## src/rtl/vga_pkg.sv

```systemverilog
// Shared types for the VGA framebuffer burst reader.
//   pixel_t      : 24-bit RGB pixel
//   fifo_entry_t : one pixel FIFO entry {sof, pixel}
//   rd_state_t   : Avalon read-host state
package vga_pkg;

    typedef logic [23:0] pixel_t;

    typedef struct packed {
        logic   sof;
        pixel_t pixel;
    } fifo_entry_t;

    typedef enum logic [1:0] {
        IDLE = 2'd0,
        REQ  = 2'd1,
        RECV = 2'd2
    } rd_state_t;

    localparam int unsigned AVM_BURST_W = 6;
    localparam int unsigned ENTRY_W     = $bits(fifo_entry_t);

endpackage

```

## src/rtl/pixel_fifo.sv

```systemverilog
// First-word-fall-through FIFO: dout shows the head entry whenever empty=0,
// and the next entry is visible the cycle after a pop.
// Ports: clk, rst (async, active-high), push/din write side, pop/dout read
// side, empty/full flags, count = number of stored entries.
// A push while full and a pop while empty are ignored.
module pixel_fifo #(
    parameter int unsigned WIDTH = 25,
    parameter int unsigned DEPTH = 64
) (
    input  logic                     clk,
    input  logic                     rst,
    input  logic                     push,
    input  logic                     pop,
    input  logic [WIDTH-1:0]         din,
    output logic [WIDTH-1:0]         dout,
    output logic                     empty,
    output logic                     full,
    output logic [$clog2(DEPTH):0]   count
);

    localparam int unsigned AW = $clog2(DEPTH);
    localparam int unsigned CW = AW + 1;

    logic [WIDTH-1:0] mem [DEPTH];
    logic [AW-1:0]    wr_ptr;
    logic [AW-1:0]    rd_ptr;
    logic [CW-1:0]    cnt;
    logic             do_push;
    logic             do_pop;

    assign do_push = push & ~full;
    assign do_pop  = pop & ~empty;

    // Pointer and occupancy tracking
    always_ff @(posedge clk or posedge rst) begin
        if (rst) begin
            wr_ptr <= '0;
            rd_ptr <= '0;
            cnt    <= '0;
        end else begin
            if (do_push) wr_ptr <= wr_ptr + AW'(1);
            if (do_pop)  rd_ptr <= rd_ptr + AW'(1);
            case ({do_push, do_pop})
                2'b10:   cnt <= cnt + CW'(1);
                2'b01:   cnt <= cnt - CW'(1);
                default: cnt <= cnt;
            endcase
        end
    end

    // Storage array, no reset needed: reads are masked while empty
    always_ff @(posedge clk) begin
        if (do_push) mem[wr_ptr] <= din;
    end

    assign empty = (cnt == '0);
    assign full  = (cnt == CW'(DEPTH));
    assign count = cnt;
    assign dout  = empty ? '0 : mem[rd_ptr];

endmodule

```

## src/rtl/vga_burst_reader.sv

```systemverilog
// Avalon-MM burst-read host that streams the framebuffer out of SDRAM into a
// pixel FIFO and replays the frame continuously.
// Ports:
//   clk, rst (async, active-high), enable (fetch frames while high)
//   avm_* : Avalon-MM read host (address/read/burstcount out,
//           readdata/readdatavalid/waitrequest in, write side tied off)
//   pix_valid/pix_ready/pix_data/pix_sof : pixel stream to the timing generator
//   overrun : sticky error, readdatavalid outside RECV or push into full FIFO
module vga_burst_reader
    import vga_pkg::*;
#(
    parameter int unsigned HDISP      = 800,
    parameter int unsigned VDISP      = 480,
    parameter int unsigned BURST      = 16,
    parameter int unsigned FIFO_DEPTH = 64,
    parameter logic [31:0] BASE_ADDR  = 32'h0
) (
    input  logic                   clk,
    input  logic                   rst,
    input  logic                   enable,
    output logic [31:0]            avm_address,
    output logic                   avm_read,
    output logic [AVM_BURST_W-1:0] avm_burstcount,
    output logic                   avm_write,
    output logic [3:0]             avm_byteenable,
    output logic [31:0]            avm_writedata,
    input  logic [31:0]            avm_readdata,
    input  logic                   avm_readdatavalid,
    input  logic                   avm_waitrequest,
    output logic                   pix_valid,
    input  logic                   pix_ready,
    output logic [23:0]            pix_data,
    output logic                   pix_sof,
    output logic                   overrun
);

    localparam int unsigned NPIX   = HDISP * VDISP;
    localparam int unsigned IDX_W  = $clog2(NPIX);
    localparam int unsigned BEAT_W = (BURST > 1) ? $clog2(BURST) : 1;
    localparam int unsigned CNT_W  = $clog2(FIFO_DEPTH) + 1;

    if ((NPIX % BURST) != 0) begin : g_chk_burst
        $error("HDISP*VDISP must be a multiple of BURST");
    end
    if (((FIFO_DEPTH & (FIFO_DEPTH - 1)) != 0) || (FIFO_DEPTH < 2 * BURST)) begin : g_chk_fifo
        $error("FIFO_DEPTH must be a power of 2 and at least 2*BURST");
    end
    if (BURST >= (1 << AVM_BURST_W)) begin : g_chk_bcnt
        $error("BURST does not fit in avm_burstcount");
    end

    rd_state_t          state;
    rd_state_t          state_nxt;
    logic [IDX_W-1:0]   word_idx;
    logic [IDX_W-1:0]   next_idx;
    logic [31:0]        idx_sum;
    logic [BEAT_W-1:0]  beat_cnt;
    logic               last_beat;
    logic               space_ok;
    logic               overrun_q;

    logic               fifo_push;
    logic               fifo_full;
    logic               fifo_empty;
    logic [CNT_W-1:0]   fifo_count;
    fifo_entry_t        push_entry;
    fifo_entry_t        head_entry;

    logic               unused_rdata;

    assign unused_rdata = ^avm_readdata[31:24];

    // Room for a whole burst is reserved before the request goes out
    assign space_ok  = (32'(fifo_count) + BURST) <= FIFO_DEPTH;
    assign last_beat = (beat_cnt == BEAT_W'(BURST - 1));

    // State register
    always_ff @(posedge clk or posedge rst) begin
        if (rst) state <= IDLE;
        else     state <= state_nxt;
    end

    // Next-state logic; a read held in REQ cannot be withdrawn, so enable only gates IDLE
    always_comb begin
        state_nxt = state;
        case (state)
            IDLE:    if (enable && space_ok)                state_nxt = REQ;
            REQ:     if (!avm_waitrequest)                  state_nxt = RECV;
            RECV:    if (avm_readdatavalid && last_beat)    state_nxt = IDLE;
            default:                                        state_nxt = IDLE;
        endcase
    end

    // Output and datapath decode
    always_comb begin
        avm_read       = 1'b0;
        avm_burstcount = '0;
        avm_address    = BASE_ADDR + (32'(word_idx) << 2);
        fifo_push      = 1'b0;
        push_entry     = '0;
        idx_sum        = 32'(word_idx) + BURST;
        next_idx       = (idx_sum >= NPIX) ? '0 : IDX_W'(idx_sum);

        if (state == REQ) begin
            avm_read       = 1'b1;
            avm_burstcount = AVM_BURST_W'(BURST);
        end
        if (state == RECV) begin
            fifo_push = avm_readdatavalid;
        end
        push_entry.sof   = (word_idx == '0) && (beat_cnt == '0);
        push_entry.pixel = avm_readdata[23:0];
    end

    // Word/beat counters and sticky overrun
    always_ff @(posedge clk or posedge rst) begin
        if (rst) begin
            word_idx  <= '0;
            beat_cnt  <= '0;
            overrun_q <= 1'b0;
        end else begin
            if (fifo_push) begin
                if (last_beat) begin
                    beat_cnt <= '0;
                    word_idx <= next_idx;
                end else begin
                    beat_cnt <= beat_cnt + BEAT_W'(1);
                end
            end
            if ((avm_readdatavalid && (state != RECV)) || (fifo_push && fifo_full)) begin
                overrun_q <= 1'b1;
            end
        end
    end

    pixel_fifo #(
        .WIDTH (ENTRY_W),
        .DEPTH (FIFO_DEPTH)
    ) u_fifo (
        .clk   (clk),
        .rst   (rst),
        .push  (fifo_push),
        .pop   (pix_ready),
        .din   (push_entry),
        .dout  (head_entry),
        .empty (fifo_empty),
        .full  (fifo_full),
        .count (fifo_count)
    );

    assign pix_valid      = ~fifo_empty;
    assign pix_data       = head_entry.pixel;
    assign pix_sof        = head_entry.sof;
    assign overrun        = overrun_q;

    assign avm_write      = 1'b0;
    assign avm_byteenable = 4'hF;
    assign avm_writedata  = 32'h0;

endmodule
```

## config.mk

```make
export PLATFORM = sky130hd
export DESIGN_NAME = vga_burst_reader
export DESIGN_NICKNAME = d
export VERILOG_FILES = /design/src/rtl/vga_pkg.sv /design/src/rtl/pixel_fifo.sv /design/src/rtl/vga_burst_reader.sv
export SDC_FILE = /design/constraint.sdc
export NUM_CORES = 1
export LEC_CHECK = 0
export ABC_CLOCK_PERIOD_IN_PS = 7640
export CAP_MARGIN = 20
export CORE_MARGIN = 4
export CORE_UTILIZATION = 60
export CTS_BUF_LIST = sky130_fd_sc_hd__clkbuf_8
export CTS_CLUSTER_DIAMETER = 150
export DETAILED_ROUTE_END_ITERATION = 8
export HOLD_SLACK_MARGIN = 0.12
export PLACE_DENSITY = 0.77
export RECOVER_POWER = 100
export REMOVE_ABC_BUFFERS = 1
export SYNTH_ARGS = -nofsm -noshare
export SYNTH_HDL_FRONTEND = slang
export SYNTH_HIERARCHICAL = 1
export SYNTH_SLANG_ARGS = --single-unit
export TNS_END_PERCENT = 10
```

## constraint.sdc

```tcl
create_clock -name clk -period 7.64 [get_ports clk]
set_clock_uncertainty 0.15 [all_clocks]
set_input_delay 2.292 -clock clk [delete_from_list [all_inputs] [get_ports clk]]
set_output_delay 2.292 -clock clk [all_outputs]
set_load 0.05 [all_outputs]
```

==> results.md, run 1 <==
- CP bufs+invs: 2
- Worst setup EP type: output pin
- Cell row count: between 100 and 150
- Seq/Total Area, Yosys: 0.768
- Vias in the first global route: 32.8k
- Critical Path Sink: pix_data[4]
- Synth Area in Simple Gates: 0.0172
- Initial antenna violation count: 9
- I/O pin count: ~140
- P per Cell Area: roughly 350 mW/mm^2
- Core Area: 0.106 sq mm
- Hold Path Class: reg2reg
- Synth async-reset ratio: 0.0250
- Die area: approximately 0.11 sq mm
- CTS tree: built
- Postcts setup bufs: 0
- Critical path startpoint category: register
- Post-Syn Instances: about 3.1k
- LEAKAGE: about 23 nW
- Stages on worst setup path: 7
- Power share of the combinational group: 0.320
- Slowest CP cell: dfrtp_4
- Critical path class: reg2out
- Worst-Margin Slew: between 3 and 4 ns
- Psw: 8.27 mW
- CP Launch Point: u_fifo/rd_ptr[2]
- Fillers: ~6.5k
- Fin cells: approximately 5k
- Clock root buffer: clkbuf_8
- Drt first pass iters: 7
- Final period utilization: 0.999
- RR Endpoint: u_fifo/mem[10][6]
- Share of the synthesized area in the top cell type: 0.752
- Multiplexer area fraction after synthesis: 0.139
- Top Family by Delay on Critical Path: buffers and inverters
- Seq pwr share: 0.424
- Sw frac: 0.339
- Most frequent cells in the layout: edfxtp_1 (1600), mux4_2 (300), clkbuf_8 (240)
- Final min period: roughly 7.6 ns
- Critical Path Fanout Max: 41
- Synth Register Bits: roughly 1.6k
- P&R area growth vs syn: 10.2%
- Gr usage total: 0.268
- Post-route cell area: approximately 0.070 sq mm
- Mapped Area: between 0.06 and 0.07 sq mm
- Post-Synth XOR/XNOR Area: 0.00288
- Area after DPL: 0.0665 sq mm
- Critical Path Max Stage Delay: between 0.8 and 0.9 ns
- Fmax achieved: approximately 0.13 GHz
- Clock Power Share: 0.255
- DRC violations left: 0
- Prevailing post-synth register cell: edfxtp_1
- Unique cell type count in the Yosys netlist: slightly above 60
- # port buffers: 73
- Post-synth EDFFs: ~1.6k
- Worst R2R Start: state[0]
- Largest net degree at the start of global routing: between 60 and 70
- Starting Density: 0.605
- DIE HEIGHT: 334 um
- Int Power: around 16 mW
- Critical path arrival: roughly 5.2 ns
- Final ANT Viol Nets: 1
- Final WL: about 150 mm
- Setup ws final: around 0.0086 ns
- Largest cells by area after synthesis: edfxtp_1 (75%), mux4_2 (11%), mux2i_1 (3.2%), dfrtp_1 (1.6%), a22o_1 (0.99%)
- Compound-Gate Fraction of Synth Area: 0.0488
- # clock sinks: around 1.6k
- Place WS: 0.987 ns
- Final setup viols: 0
- Via density: roughly 6.6
- GRT overflow: 0
- First-pass GRT wire length: about 220 mm
- Slew headroom: -1.35
- Failing checks: antenna rules, capacitance limit, slew limit
- RSZ-0062 raised after global routing: yes
- Number of buffers created by CTS: 237
- Die X: about 330 um
- Ys Warns: 6
- Clock-pin slew on the worst setup and hold paths: around 0.06 ns
- Max VDD drop: between 0.0003 and 0.0004 V
- Initial DRC Count: between 4k and 5k
- Commonest non-fill, non-tap cell in the layout: edfxtp_1
- Htree depth: 4
- DPL Wire Length: between 80 and 90 mm
- Layout Nets: between 3k and 4k
- Final Wtd Congestion: a little over 0.8
- Status: complete, but fails checks
- Via count: 32.5k
- Adder-cell share of the synthesized area: 0.00176
- DR WL/cell: 30.0 um
- Cells after DPL: 4502
- Synth area leader: edfxtp_1
- Footprint of the multi-input gates: 0.0138 sq mm
- Largest family of logic cells by synthesized area: multiplexers
- Slew Limit Fails: slightly below 3k
- Synthesized area per cell: ~21 sq um
- CP Cell Sequence: nand3b_1 > buf_4 > o22ai_1 > a211oi_1 > a21oi_1 > a22o_1 > clkdlybuf4s50_1
- Latest clock arrival within the worst-skew pair: 0.91 ns
- Final number of hold-violating endpoints: 0
- CTS max path bufs: 3
- MaxCap Viol Count: 87
- Critical Path RT: approximately 5.2 ns
- Layout cell share with drive strength beyond 1: 0.214
- Register area: about 0.049 sq mm
- Worst Reg2Reg Path Length in Cells: 7
- Final core utilization: 0.667
- R2R Setup Slk: ~2.4 ns
[Yosys cell counts, drive strengths merged (14+ instances only)]
library cell / number
mux2i: 206
a2111oi: 16
inv: 14
nand2: 26
buf: 147
clkbuf: 97
o221ai: 48
a211oi: 68
mux4: 300
edfxtp: 1600
o22ai: 50
o21ai: 18
nor3: 18
nor2: 96
a21oi: 74
a22oi: 49
dfrtp: 41
a22o: 72
nand3: 21
[stage by stage]
stage / power (mW) / hold WS [ns] / setup TNS [ns]
after CTS: 24.4 / 0.315 / 0
final: 24.4 / 0.323 / 0
after floorplan: 16.0 / 0.268 / -423.51
after global placement: 18.1 / 0.282 / 0
after detailed placement: 18.3 / 0.307 / 0
after global routing: 25.3 / 0.343 / -0.00579
[cells by family (layout without fill, tap and decap cells)]
family                     after synthesis  in the layout
DFF                                   1641           1641
xor gates and xnor gates                21             21
buffers and inverters                  258            681
other                                    2             71
AOI/OAI and AO/OA                      419            419
and+or+nand+nor                        218            218
muxes                                  509            509
adders and majority gates                9              9
[power by group through the flow]
stage | Sequential (mW) | Combinational [mW] | Clock, mW
after floorplan | 10.9 | 5.12 | 0
after global placement | 10.5 | 7.61 | 0
after detailed placement | 10.5 | 7.75 | 0
after CTS | 10.3 | 7.77 | 6.32
after global routing | 10.4 | 8.16 | 6.79
final | 10.3 | 7.81 | 6.23
[timing repair]
action | 4_1_cts | 5_1_grt
pin swaps | 0 | 1
gates resized for setup | 1 | 2
endpoints found under the setup margin | 1 | 3
hold buffers | 0 | 0
[worst min-delay path by stage]
stage | from | end | slack [ns] | depth (start not counted)
detailed placement | state[1] | state[0] | 0.31 | 1
CTS | state[1] | state[0] | 0.32 | 1
global route | state[1] | state[0] | 0.34 | 1
floorplan | state[1] | state[0] | 0.27 | 1
finish | state[1] | state[0] | 0.32 | 1
global placement | state[1] | state[0] | 0.28 | 1
[state kept, by name, summed over array words and instances (netlist names)]
signal / count
word_idx: 15
u_fifo/wr_ptr: 6
u_fifo/count: 7
overrun: 1
u_fifo/mem: 1600
u_fifo/rd_ptr: 6
beat_cnt: 4
state: 2
[worst reg2reg max path: stages, from the launching register on]
cell and delay [ns]:
dfrtp_1 0.40, nor2b_1 0.25, nand2_1 0.17, inv_1 0.17, inv_1 0.11, nor3_1 0.49, nand2_1 0.52, nor2_1 2.50
[routing by layer]
metal | global-route usage | wire length, um | vias up
met1 | 0.378 | 55300 | 16800
met5 | 0 | 34 | -
met3 | 0.0845 | 19100 | 259
met2 | 0.411 | 70200 | 2056
li1 | - | - | 13400
met4 | 0.0828 | 4290 | 6
[area by class of cell]
type / count / share of cell area
Antenna cell: 12 / 0.000426
Clock inverter: 192 / 0.0131
Clock buffer: 240 / 0.0469
Multi-Input combinational cell: 1235 / 0.195
Sequential cell: 1641 / 0.697
Tap cell: 1391 / 0.0247
Timing Repair Buffer: 235 / 0.0221
Inverter: 14 / 0.000746
No activity file was read; power rests on OpenSTA's default activity.
==> inputs of run 2 (changes only) <==
--- a/config.mk
+++ b/config.mk
@@ -13,7 +13,7 @@
 export CTS_CLUSTER_DIAMETER = 150
 export DETAILED_ROUTE_END_ITERATION = 8
 export HOLD_SLACK_MARGIN = 0.12
-export PLACE_DENSITY = 0.77
+export PLACE_DENSITY_LB_ADDON = 0.1
 export RECOVER_POWER = 100
 export REMOVE_ABC_BUFFERS = 1
 export SYNTH_ARGS = -nofsm -noshare
==> run 2 against run 1 <==
Effect of this change: the flow finishes with violations (capacitance limit, slew limit); highest routed layer is now met4; via count is essentially flat; largest cell class unchanged; sequential share of layout area shrank 0.62 points; count of clock-buffer cells in the layout grew 48; combinational power grew 2%; cell area grew 0.89%; die area is the same.
==> results.md, run 2 (synthesized netlist as in run 1, its figures left out) <==
- Layout Nets: between 3k and 4k
- Via count: roughly 33k
- CTS resizes: 0
- Hold Path Class: reg2reg
- Failing checks: capacitance limit, slew limit
- DRC violations left: 0
- Status: complete, but fails checks
- Htree depth: 5
- Max VDD drop: between 0.0002 and 0.0003 V
- Worst-Margin Slew: approximately 3.5 ns
- Place WS: 1.05 ns
- Setup TNS: 0 ns
- Gr usage total: 0.278
- # clock sinks: 1641
- DIE HEIGHT: approximately 330 um
- Critical path startpoint category: register
- Final number of hold-violating endpoints: 0
- Critical path arrival: around 5 ns
- Final WL: ~150 mm
- Slew headroom: -1.36
- Postcts setup bufs: 0
- Total Power: 25.1 mW
- Most frequent cells in the layout: edfxtp_1 (1600), mux4_2 (300), clkbuf_8 (288)
- Drt first pass iters: 5
- Slew Limit Fails: 3177
- Post-route cell area: a little over 0.07 sq mm
- Layout cell share with drive strength beyond 1: 0.226
- Most flops, register: u_fifo/mem
- Cell row count: about 120
- MaxCap Viol Count: 90
- Critical Path Max Stage Delay: about 0.99 ns
- RSZ-0062 raised after global routing: yes
- P&R area growth vs syn: 11.2%
- CP Cell Sequence: clkbuf_4 > mux4_2 > a211oi_1 > a21oi_1 > a22o_1 > clkdlybuf4s50_1
- Die X: 334 um
- Hold buffers post-CTS: 0
- Die area: between 0.1 and 0.15 sq mm
- Worst hold margin: around 0.30 ns
- Slowest CP cell: dfrtp_4
- Final Wtd Congestion: roughly 0.86
- CTS max path bufs: 4
- Final setup viols: 0
- CP bufs+invs: 2
- Starting Density: 0.605
- Final ANT Viol Nets: 0
- Critical Path RT: about 5.2 ns
- P per Cell Area: ~350 mW/mm^2
- Largest net degree at the start of global routing: between 90 and 100
- Worst setup EP type: output pin
- First-pass GRT wire length: between 200 and 250 mm
- Number of buffers created by CTS: between 200 and 300
- DPL Wire Length: roughly 83 mm
- CTS tree: built
- Final period utilization: 0.991
- Critical Path Fanout Max: 33
- I/O pin count: ~140
- Top Family by Delay on Critical Path: compound AO/OA/AOI/OAI gates
- Max FFs per register: about 1.6k
- LEAKAGE: 23.3 nW
- Via density: approximately 6.5
- Core Area: between 0.1 and 0.15 sq mm
- Final min period: ~7.6 ns
- DR WL/cell: 30.8 um
- Initial DRC Count: a little under 4k
- Latest clock arrival within the worst-skew pair: between 0.9 and 1 ns
- GRT overflow: 0
- Critical path class: reg2out
- Clock root buffer: clkbuf_8
- # port buffers: 73
- Setup ws final: 0.0684 ns
- Initial antenna violation count: 3
- Clock-pin slew on the worst setup and hold paths: about 0.060 ns
- Area after DPL: about 0.067 sq mm
- Fmax achieved: around 0.13 GHz
- Commonest non-fill, non-tap cell in the layout: edfxtp_1
- Vias in the first global route: around 33k
[run 2: changes by cell type in the layout (fill, tap and decap cells not counted), sizes merged, moves of 3 or more]
| cell | before | now |
|---|---|---|
| inv | 94 | 108 |
| clkbuf | 344 | 389 |
| buf | 83 | 91 |
| clkinvlp | 7 | 4 |
| diode | 12 | 1 |
| clkinv | 101 | 72 |
[run 2: power breakdown]
| group | internal, mW | switching [mW] |
|---|---|---|
| clock | 3.53 | 3.24 |
| combinational | 3.11 | 4.85 |
| sequential | 10.0 | 0.338 |
| total | 16.7 | 8.42 |
[run 2: area by class of cell]
| cell class | count | area [sq um] |
|---|---|---|
| repair buffers | 241 | 1700 |
| flip-flops and latches | 1641 | 49100 |
| fillers | 6758 | 34500 |
| diodes | 1 | 2.50 |
| clock inverters | 172 | 747 |
| clock buffers | 288 | 3960 |
| multi-input cells | 1235 | 13800 |
| inverters | 14 | 52.6 |
| well taps | 1391 | 1740 |
[run 2: metrics by stage]
step / instances / util
global route: 4983 / 0.673
floorplan: 2890 / -
global placement: 4512 / 0.631
detailed placement: 4513 / 0.631
CTS: 4973 / 0.676
finish: 4983 / 0.673
[run 2: final timing paths]
| check | startpoint | to | slack, ns | depth (start not counted) |
|---|---|---|---|---|
| setup / recovery | u_fifo/rd_ptr[0] | pix_data[16] | 0.07 | 6 |
| hold / removal | state[1] | state[0] | 0.30 | 1 |
| setup reg to reg | state[0] | u_fifo/mem[39][19] | 2.57 | 8 |
| hold reg to reg | state[1] | state[0] | 0.30 | 1 |
| max in group asynchronous | rst | u_fifo/rd_ptr[1] | 4.84 | 2 |
| min in group asynchronous | rst | u_fifo/count[2] | 1.86 | 2 |
[run 2: layer usage]
| metal | vias up | wire, um | global-route usage |
|---|---|---|---|
| met3 | 220 | 16100 | 0.0633 |
| li1 | 13500 | - | - |
| met1 | 17100 | 60900 | 0.405 |
| met2 | 1803 | 72900 | 0.433 |
| met4 | 0 | 3460 | 0.0804 |
| met5 | - | 0 | 0 |
